### src/rtl/dbus_arbiter.sv
`timescale 1ns/1ps
`default_nettype none
// ----------------------------------------------------------------------------
// dbus_arbiter : round-robin sharing of one data-bus slave port by M0 and M1.
// Revision     : 1.0
// ----------------------------------------------------------------------------

module dbus_arbiter #(
  parameter int ADDR_W     = 32,
  parameter int DATA_W     = 32,
  parameter int RD_LATENCY = 1
) (
  input  logic              clk,
  input  logic              reset,

  input  logic              m0_req_valid,
  input  logic [ADDR_W-1:0] m0_addr,
  input  logic [DATA_W-1:0] m0_wr_data,
  input  logic              m0_wr_en,
  output logic              m0_req_ready,
  output logic              m0_rd_valid,
  output logic [DATA_W-1:0] m0_rd_data,

  input  logic              m1_req_valid,
  input  logic [ADDR_W-1:0] m1_addr,
  input  logic [DATA_W-1:0] m1_wr_data,
  input  logic              m1_wr_en,
  output logic              m1_req_ready,
  output logic              m1_rd_valid,
  output logic [DATA_W-1:0] m1_rd_data,

  output logic [ADDR_W-1:0] s_addr,
  output logic [DATA_W-1:0] s_wr_data,
  output logic              s_wr_en,
  output logic              s_rd_en,
  input  logic [DATA_W-1:0] s_rd_data
);

  localparam logic c_OWN_M0 = 1'b0;
  localparam logic c_OWN_M1 = 1'b1;

  logic                  last_grant_q, last_grant_d;
  logic                  w_gnt_m0, w_gnt_m1;
  logic                  w_acc_m0, w_acc_m1, w_acc;
  logic                  w_sel_wr;
  logic [ADDR_W-1:0]     w_sel_addr;
  logic [DATA_W-1:0]     w_sel_wdata;

  logic [ADDR_W-1:0]     s_addr_q, s_addr_d;
  logic [DATA_W-1:0]     s_wr_data_q, s_wr_data_d;
  logic                  s_wr_en_q, s_wr_en_d;
  logic                  s_rd_en_q, s_rd_en_d;
  logic                  s_own_q, s_own_d;

  logic [RD_LATENCY-1:0] tag_vld_q, tag_vld_d;
  logic [RD_LATENCY-1:0] tag_own_q, tag_own_d;
  logic                  w_ret_vld, w_ret_own;

  logic                  m0_rd_valid_q, m0_rd_valid_d;
  logic [DATA_W-1:0]     m0_rd_data_q, m0_rd_data_d;
  logic                  m1_rd_valid_q, m1_rd_valid_d;
  logic [DATA_W-1:0]     m1_rd_data_q, m1_rd_data_d;

  // Under contention the requester that did not win last time is granted.
  always_comb begin
    w_gnt_m0 = m0_req_valid & (~m1_req_valid | (last_grant_q == c_OWN_M1));
    w_gnt_m1 = m1_req_valid & ~w_gnt_m0;
  end

  assign m0_req_ready = w_gnt_m0 & ~reset;
  assign m1_req_ready = w_gnt_m1 & ~reset;

  always_comb begin
    w_acc_m0    = m0_req_valid & m0_req_ready;
    w_acc_m1    = m1_req_valid & m1_req_ready;
    w_acc       = w_acc_m0 | w_acc_m1;
    w_sel_wr    = w_acc_m1 ? m1_wr_en   : m0_wr_en;
    w_sel_addr  = w_acc_m1 ? m1_addr    : m0_addr;
    w_sel_wdata = w_acc_m1 ? m1_wr_data : m0_wr_data;
  end

  always_comb begin
    last_grant_d = last_grant_q;
    s_addr_d     = s_addr_q;
    s_wr_data_d  = s_wr_data_q;
    s_wr_en_d    = 1'b0;
    s_rd_en_d    = 1'b0;
    s_own_d      = s_own_q;
    if (w_acc) begin
      last_grant_d = w_acc_m1 ? c_OWN_M1 : c_OWN_M0;
      s_addr_d     = w_sel_addr;
      s_wr_data_d  = w_sel_wdata;
      s_wr_en_d    = w_sel_wr;
      s_rd_en_d    = ~w_sel_wr;
      s_own_d      = w_acc_m1;
    end
  end

  // Owner tags ride alongside the slave's fixed read latency.
  always_comb begin
    tag_vld_d    = tag_vld_q;
    tag_own_d    = tag_own_q;
    tag_vld_d[0] = s_rd_en_q;
    tag_own_d[0] = s_own_q;
    for (int i = 1; i < RD_LATENCY; i++) begin
      tag_vld_d[i] = tag_vld_q[i-1];
      tag_own_d[i] = tag_own_q[i-1];
    end
  end

  assign w_ret_vld = tag_vld_q[RD_LATENCY-1];
  assign w_ret_own = tag_own_q[RD_LATENCY-1];

  always_comb begin
    m0_rd_valid_d = w_ret_vld & (w_ret_own == c_OWN_M0);
    m1_rd_valid_d = w_ret_vld & (w_ret_own == c_OWN_M1);
    m0_rd_data_d  = m0_rd_valid_d ? s_rd_data : m0_rd_data_q;
    m1_rd_data_d  = m1_rd_valid_d ? s_rd_data : m1_rd_data_q;
  end

  always_ff @(posedge clk) begin
    if (reset) begin
      last_grant_q  <= c_OWN_M1;
      s_addr_q      <= '0;
      s_wr_data_q   <= '0;
      s_wr_en_q     <= 1'b0;
      s_rd_en_q     <= 1'b0;
      s_own_q       <= 1'b0;
      tag_vld_q     <= '0;
      tag_own_q     <= '0;
      m0_rd_valid_q <= 1'b0;
      m0_rd_data_q  <= '0;
      m1_rd_valid_q <= 1'b0;
      m1_rd_data_q  <= '0;
    end else begin
      last_grant_q  <= last_grant_d;
      s_addr_q      <= s_addr_d;
      s_wr_data_q   <= s_wr_data_d;
      s_wr_en_q     <= s_wr_en_d;
      s_rd_en_q     <= s_rd_en_d;
      s_own_q       <= s_own_d;
      tag_vld_q     <= tag_vld_d;
      tag_own_q     <= tag_own_d;
      m0_rd_valid_q <= m0_rd_valid_d;
      m0_rd_data_q  <= m0_rd_data_d;
      m1_rd_valid_q <= m1_rd_valid_d;
      m1_rd_data_q  <= m1_rd_data_d;
    end
  end

  assign s_addr      = s_addr_q;
  assign s_wr_data   = s_wr_data_q;
  assign s_wr_en     = s_wr_en_q;
  assign s_rd_en     = s_rd_en_q;
  assign m0_rd_valid = m0_rd_valid_q;
  assign m0_rd_data  = m0_rd_data_q;
  assign m1_rd_valid = m1_rd_valid_q;
  assign m1_rd_data  = m1_rd_data_q;

endmodule

`default_nettype wire

### config.mk
export PLATFORM = sky130hd
export DESIGN_NAME = dbus_arbiter
export DESIGN_NICKNAME = d
export VERILOG_FILES = /design/src/rtl/dbus_arbiter.sv
export SDC_FILE = /design/constraint.sdc
export NUM_CORES = 1
export LEC_CHECK = 0
export ABC_AREA = 0
export CORE_MARGIN = 8
export CORE_UTILIZATION = 25
export DETAILED_ROUTE_END_ITERATION = 8
export PLACE_DENSITY_LB_ADDON = 0.3
export REMOVE_ABC_BUFFERS = 1
export SLEW_MARGIN = 15
export SYNTH_ARGS = -nofsm -noshare
export SYNTH_HDL_FRONTEND = slang
export SYNTH_SLANG_ARGS = --single-unit
### constraint.sdc
create_clock -name clk -period 2.2 [get_ports clk]
set_clock_uncertainty 0.1 [all_clocks]
set_input_delay 0.66 -clock clk [delete_from_list [all_inputs] [get_ports clk]]
set_output_delay 0.66 -clock clk [all_outputs]
set_load 0.03 [all_outputs]
==> reports/results.txt, run 1 <==
Die H: 162.9 µm
CTS tree: yes
Worst-path fanout max: 2
RSZ-0062 raised after global routing: false
Worst-path cell chain: clkdlybuf4s50_1
Post-route cell area: 9181 µm²
H-tree depth: 4
CP delay by family, top: buffers and inverters
Simple-gate area share of the yosys netlist: 0.1053
Synthesis-to-finish area growth: 70.26%
Post-synthesis compound-gate area fraction: 0.2889
Worst path max stage delay: 670 ps
YS warnings: 0
Max IR drop VDD: 375.4 µV
Share of cells above drive strength 1: 0.07222
Synth top cells by count: dfxtp_1 (136), nand2_1 (130), inv_1 (67)
Status: complete, no violations
Fin Hold WS: 348.8 ps
CP endpoint kind: output pin
Drt drc: 0
Synthesized instance count: 609
CP Buf/Inv Count: 1
CTS Sinks: 136
DP Area: 8661 µm²
FF+latch count, synth: 136
Min-delay worst type: reg -> reg
Setup WS post-layout: 43.14 ps
# diodes: 0
Via count of the routed design: 5632
Final Cycle Share: 0.9804
Die span in x: 162.9 µm
PD cells: 729.2 nW/µm²
Synth Area in XOR/XNOR: 0
Vias in the first global route: 5664
Routed vias/inst: 4.793
Mux cell area share after synthesis: 0
Clk_lat worst skew: 410 ps
Fmax: 0.4636 GHz
Drt total wl: 21.79 mm
Leading area contributor after synthesis: dfxtp_1
Rel. slew slack: 0.5699
Max Cap Violations: 0
Largest family of logic cells by synthesized area: compound AO/OA/AOI/OAI gates
Final Max Slew Viols: 0
Startpoint types: register
Tightest Pin Transition: 628.9 ps
ANT nets after route: 0
Initial drt markers: 303
Clk buf depth: 2
Top_reg_cell synth: dfxtp_1
GPL Wtd Cong: 0.7482
Cell area after synthesis: 5393 µm²
# port buffers: 299
Num ports: 300
Crit path kind: reg -> out
Post-detail-place hpwl: 15.45 mm
First-pass GRT wire length: 32.93 mm
Largest net degree at the start of global routing: 87
Setup TNS: 0 ps
Post-synth ARST share: 0
Post-synthesis sequential area ratio: 0.5049
Row Count: 53
Number of distinct library cells after synthesis: 23
Die ar.: 26530 µm²
Top cell type's share of synthesized area: 0.5049
Most frequent cell after synthesis: dfxtp_1
Pleak: 4.206 nW
Initial antenna violation count: 1
Root Driver: clkbuf_16
Critical path arrival: 1400 ps
DR WL/cell: 18.54 µm
Adder-cell share of the synthesized area: 0
Final setup viols: 0
Synth Area per Inst: 8.855 µm²
Initial core utilization: 0.2557
Nets: 1053
Worst path required time: 1440 ps
Final hold viol count: 0
Cts bufs inserted: 17
Critical-path top delay cell: clkdlybuf4s50_1
Count of flip-flops with a built-in enable after synthesis: 0
Hold Buf Count CTS: 0
TritonRoute pass-1 iters: 6
Place WS: -390.5 ps
Congestion Overflow GR: 0
Synth area leaders: dfxtp_1 (50%), a221o_1 (12%), a2111oi_0 (10%)
CTS clk-pin slew, worst paths: 60 ps
CORE AREA: 21090 µm²
Global Route Usage Sum: 0.1578
Final min period: 2157 ps
[cell families (layout without fill, tap and decap cells)]
family | count (synthesis) | in the layout
AOI/OAI and AO/OA | 198 | 198
buffers and inverters | 132 | 423
DFF | 136 | 136
and+or+nand+nor | 143 | 143
[worst min-delay path: stages, from the launching register on]
cell and delay (ps):
dfxtp_1 300, nand2_1 50, a21oi_1 50
[final timing paths]
path                            slack (ps)  cells after the start     startpoint       endpoint
worst max-delay path                    40                      1  m1_rd_data[8]  m1_rd_data[8]
worst min-delay path                   350                      2  m1_rd_data[4]  m1_rd_data[4]
worst max register to register         640                      4   last_grant_q   s_wr_data[5]
worst min register to register         350                      2  m1_rd_data[4]  m1_rd_data[4]
[report_power, final]
group	internal (mW)	total, mW	switching, mW
clock	1.73	2.91	1.18
sequential	2.59	2.66	0.0666
combinational	0.525	1.13	0.602
[metal layers]
metal	track usage	share of wire	vias up
met5	0	0.00060	-
li1	-	-	2749
met2	0.2424	0.44	264
met1	0.1891	0.42	2603
met4	0.04045	0.012	2
met3	0.08468	0.13	14
[cells in the final DEF, fill, tap and decap left out, types with 4 or more instances in the layout]
| master | instances |
|---|---|
| inv_1 | 66 |
| a221o_1 | 64 |
| dlymetal6s2s_1 | 17 |
| dlygate4sd2_1 | 112 |
| nand2_1 | 130 |
| a21oi_1 | 66 |
| buf_12 | 4 |
| buf_4 | 21 |
| clkbuf_16 | 17 |
| a2111oi_0 | 64 |
| clkdlybuf4s50_1 | 166 |
| inv_6 | 6 |
| dfxtp_1 | 136 |
[timing repair]
item	CTS	global route
pin swaps	2	0
setup endpoints to repair	113	17
setup buffers	1	0
gates resized for setup	115	17
[metrics by stage]
step	total power [mW]	std cells	util
floorplan	3.174	545	-
global placement	3.926	1142	0.4107
detailed placement	3.929	1142	0.4107
CTS	6.813	1175	0.4334
global route	6.983	1175	0.4354
finish	6.695	1175	0.4354
[sequential cells by signal, summed over array words and instances, names as in the netlist]
signal	cells
m0_rd_valid	1
tag_vld_q	1
m0_rd_data	32
s_wr_en	1
last_grant_q	1
m1_rd_valid	1
tag_own_q	1
m1_rd_data	32
s_addr	32
s_own_q	1
s_rd_en	1
s_wr_data	32
[cell type report]
type | count | area (µm²)
clock inverters | 14 | 160.2
flip-flops and latches | 136 | 2723
fillers | 2146 | 11910
multi-input cells | 341 | 2140
clock buffers | 18 | 439.2
inverters | 68 | 255.2
well taps | 275 | 344.1
repair buffers | 323 | 3120
Note: power is estimated with default switching activity, not from simulation.
==> run 2: changes to the inputs <==
--- a/config.mk
+++ b/config.mk
@@ -11,7 +11,6 @@
 export DETAILED_ROUTE_END_ITERATION = 8
 export PLACE_DENSITY_LB_ADDON = 0.3
 export REMOVE_ABC_BUFFERS = 1
-export SLEW_MARGIN = 15
 export SYNTH_ARGS = -nofsm -noshare
 export SYNTH_HDL_FRONTEND = slang
 export SYNTH_SLANG_ARGS = --single-unit
==> results of run 2 <==
Final layout, timing and power as in run 1 (identical DEF).
==> run 3: changes to the inputs <==
--- a/config.mk
+++ b/config.mk
@@ -5,10 +5,12 @@
 export SDC_FILE = /design/constraint.sdc
 export NUM_CORES = 1
 export LEC_CHECK = 0
-export ABC_AREA = 0
+export ABC_AREA = 1
 export CORE_MARGIN = 8
 export CORE_UTILIZATION = 25
+export CTS_CLUSTER_SIZE = 20
 export DETAILED_ROUTE_END_ITERATION = 8
+export GPL_TIMING_DRIVEN = 0
 export PLACE_DENSITY_LB_ADDON = 0.3
 export REMOVE_ABC_BUFFERS = 1
 export SYNTH_ARGS = -nofsm -noshare
==> run 3 against run 2 <==
Compared with the run above: routed wire length grew 17%; sequential power grew 2%; clock power shrank 5%; critical path depth stayed put; critical endpoint is now m0_rd_valid.
==> reports/results.txt, run 3 <==
Status: complete, no violations
CTS clk-pin slew, worst paths: 60 ps
Initial antenna violation count: 0
Clk buf depth: 2
Commonest non-fill, non-tap cell in the layout: nor2_1
Count of flip-flops with a built-in enable after synthesis: 0
CTS tree: yes
Worst path max stage delay: 660 ps
Routed vias/inst: 4.321
Worst-path fanout max: 1
Synthesis-to-finish area growth: 63.38%
TritonRoute pass-1 iters: 4
GPL Wtd Cong: 0.8011
Root Driver: clkbuf_16
Fmax: 0.4665 GHz
Max Cap Violations: 0
Final setup viols: 0
Setup WS post-layout: 56.50 ps
Post-detail-place hpwl: 16.20 mm
Crit path kind: reg -> out
Largest net degree at the start of global routing: 83
Vias in the first global route: 6498
Via count of the routed design: 6676
Worst path required time: 1440 ps
Num ports: 300
Critical path arrival: 1380 ps
CTS Sinks: 136
Share of cells above drive strength 1: 0.05569
Top cell type's share of synthesized area: 0.4492
Die ar.: 29480 µm²
Most frequent cell after synthesis: nor2_1
Synthesized instance count: 939
Die H: 171.7 µm
Worst-path cell chain: clkdlybuf4s50_1
Number of distinct library cells after synthesis: 14
Synth area leaders: dfxtp_1 (45%), nor2_1 (16%), nand2_1 (12%)
Drt total wl: 25.50 mm
Top_reg_cell synth: dfxtp_1
Final hold viol count: 0
Startpoint types: register
Clk_lat worst skew: 410 ps
ANT nets after route: 0
Cts bufs inserted: 17
Final min period: 2143 ps
Synth top cells by count: nor2_1 (263), nand2_1 (199), dfxtp_1 (136)
YS warnings: 0
Cell area after synthesis: 6061 µm²
Final Max Slew Viols: 0
# diodes: 0
Leading area contributor after synthesis: dfxtp_1
Tightest Pin Transition: 733.7 ps
Max IR drop VDD: 324.3 µV
# port buffers: 299
H-tree depth: 4
Congestion Overflow GR: 0
Commonest non-fill, non-tap cells in the layout: nor2_1 (261), nand2_1 (196), clkdlybuf4s50_1 (163)
Pleak: 5.041 nW
First-pass GRT wire length: 38.07 mm
DR WL/cell: 16.51 µm
Rel. slew slack: 0.5097
Final Cycle Share: 0.9743
Nets: 1374
Post-synthesis sequential area ratio: 0.4492
PD cells: 710.5 nW/µm²
Row Count: 57
Die span in x: 171.7 µm
Critical-path top delay cell: clkdlybuf4s50_1
Initial drt markers: 243
FF+latch count, synth: 136
CP endpoint kind: output pin
Hold Buf Count CTS: 0
Post-synth ARST share: 0
RSZ-0062 raised after global routing: false
CP delay by family, top: buffers and inverters
Synth Area per Inst: 6.455 µm²
Min-delay worst type: reg -> reg
CORE AREA: 24030 µm²
Global Route Usage Sum: 0.1708
Drt drc: 0
CP Buf/Inv Count: 1
Initial core utilization: 0.2522
Place WS: -2168 ps
Total power: 7.035 mW
==> run 3: changes by cell type after synthesis, sizes merged, moves of 9 or more <==
| cell | delta |
|---|---|
| buf | +24 |
| o21ai | +63 |
| clkbuf | -20 |
| nor2 | +260 |
| a21oi | -65 |
| a221o | -64 |
| nand3 | +130 |
| nand2 | +69 |
| inv | +9 |
| a2111oi | -64 |
==> run 3: tightest hold or removal path: stages (launching register included) <==
cell	delay (ps)
dfxtp_1	310
inv_1	40
nor2_1	30
==> run 3: repair_timing <==
item	4_1_cts	5_1_grt
setup buffers	5	1
pin swaps	4	1
gates cloned	8	0
hold endpoints to repair	0	0
gates resized for setup	158	23
setup endpoints to repair	227	60
==> run 3: metrics by stage <==
stage | TNS [ps] | instances | utilization | area, µm² | hold WS [ps]
2_1_floorplan | -162380 | 871 | - | 5741 | 296.6
3_3_place_gp | -477680 | 1494 | 0.3802 | 9139 | 305.8
3_5_place_dp | -154680 | 1499 | 0.3861 | 9279 | 313.8
4_1_cts | -452.5 | 1544 | 0.4097 | 9846 | 322.8
5_1_grt | 0 | 1545 | 0.4120 | 9902 | 333.6
6_report | 0 | 1545 | 0.4120 | 9902 | 321.3
==> run 3: area by class of cell <==
class	instances	area, µm²
fillers	2661	14130
repair buffers	310	3020
multi-input cells	663	2844
flip-flops and latches	136	2726
clock buffers	17	425.4
well taps	324	405.4
inverters	76	314.1
clock inverters	15	133.9
repair inverters	4	32.53
==> run 3: where the power goes <==
part / internal (mW) / total (mW) / switching [mW]
combinational: 0.642 / 1.58 / 0.942
sequential: 2.62 / 2.70 / 0.0731
clock: 1.49 / 2.75 / 1.27
total: 4.75 / 7.04 / 2.28
==> run 3: logic make-up (layout without fill, tap and decap cells) <==
logic type / count (synthesis) / in the layout / share of synthesized area
buffers and inverters: 144 / 422 / 0.09992
and+or+nand+nor: 592 / 596 / 0.3951
AOI/OAI and AO/OA: 67 / 67 / 0.05574
DFF: 136 / 136 / 0.4492
==> run 3: worst paths after layout <==
path | from | depth (start not counted) | slack [ps] | end
worst max-delay path | m0_rd_valid | 1 | 60 | m0_rd_valid
worst min register to register | s_rd_en | 2 | 320 | tag_vld_q
worst max register to register | tag_own_q | 4 | 240 | m1_rd_data[25]
worst min-delay path | s_rd_en | 2 | 320 | tag_vld_q
==> run 3: layer usage <==
metal | vias up | share of wire | track usage
met3 | 15 | 0.13 | 0.08745
met4 | 0 | 0.011 | 0.04688
met2 | 263 | 0.44 | 0.2720
met1 | 2942 | 0.42 | 0.1989
met5 | - | 0 | 0
li1 | 3456 | - | -
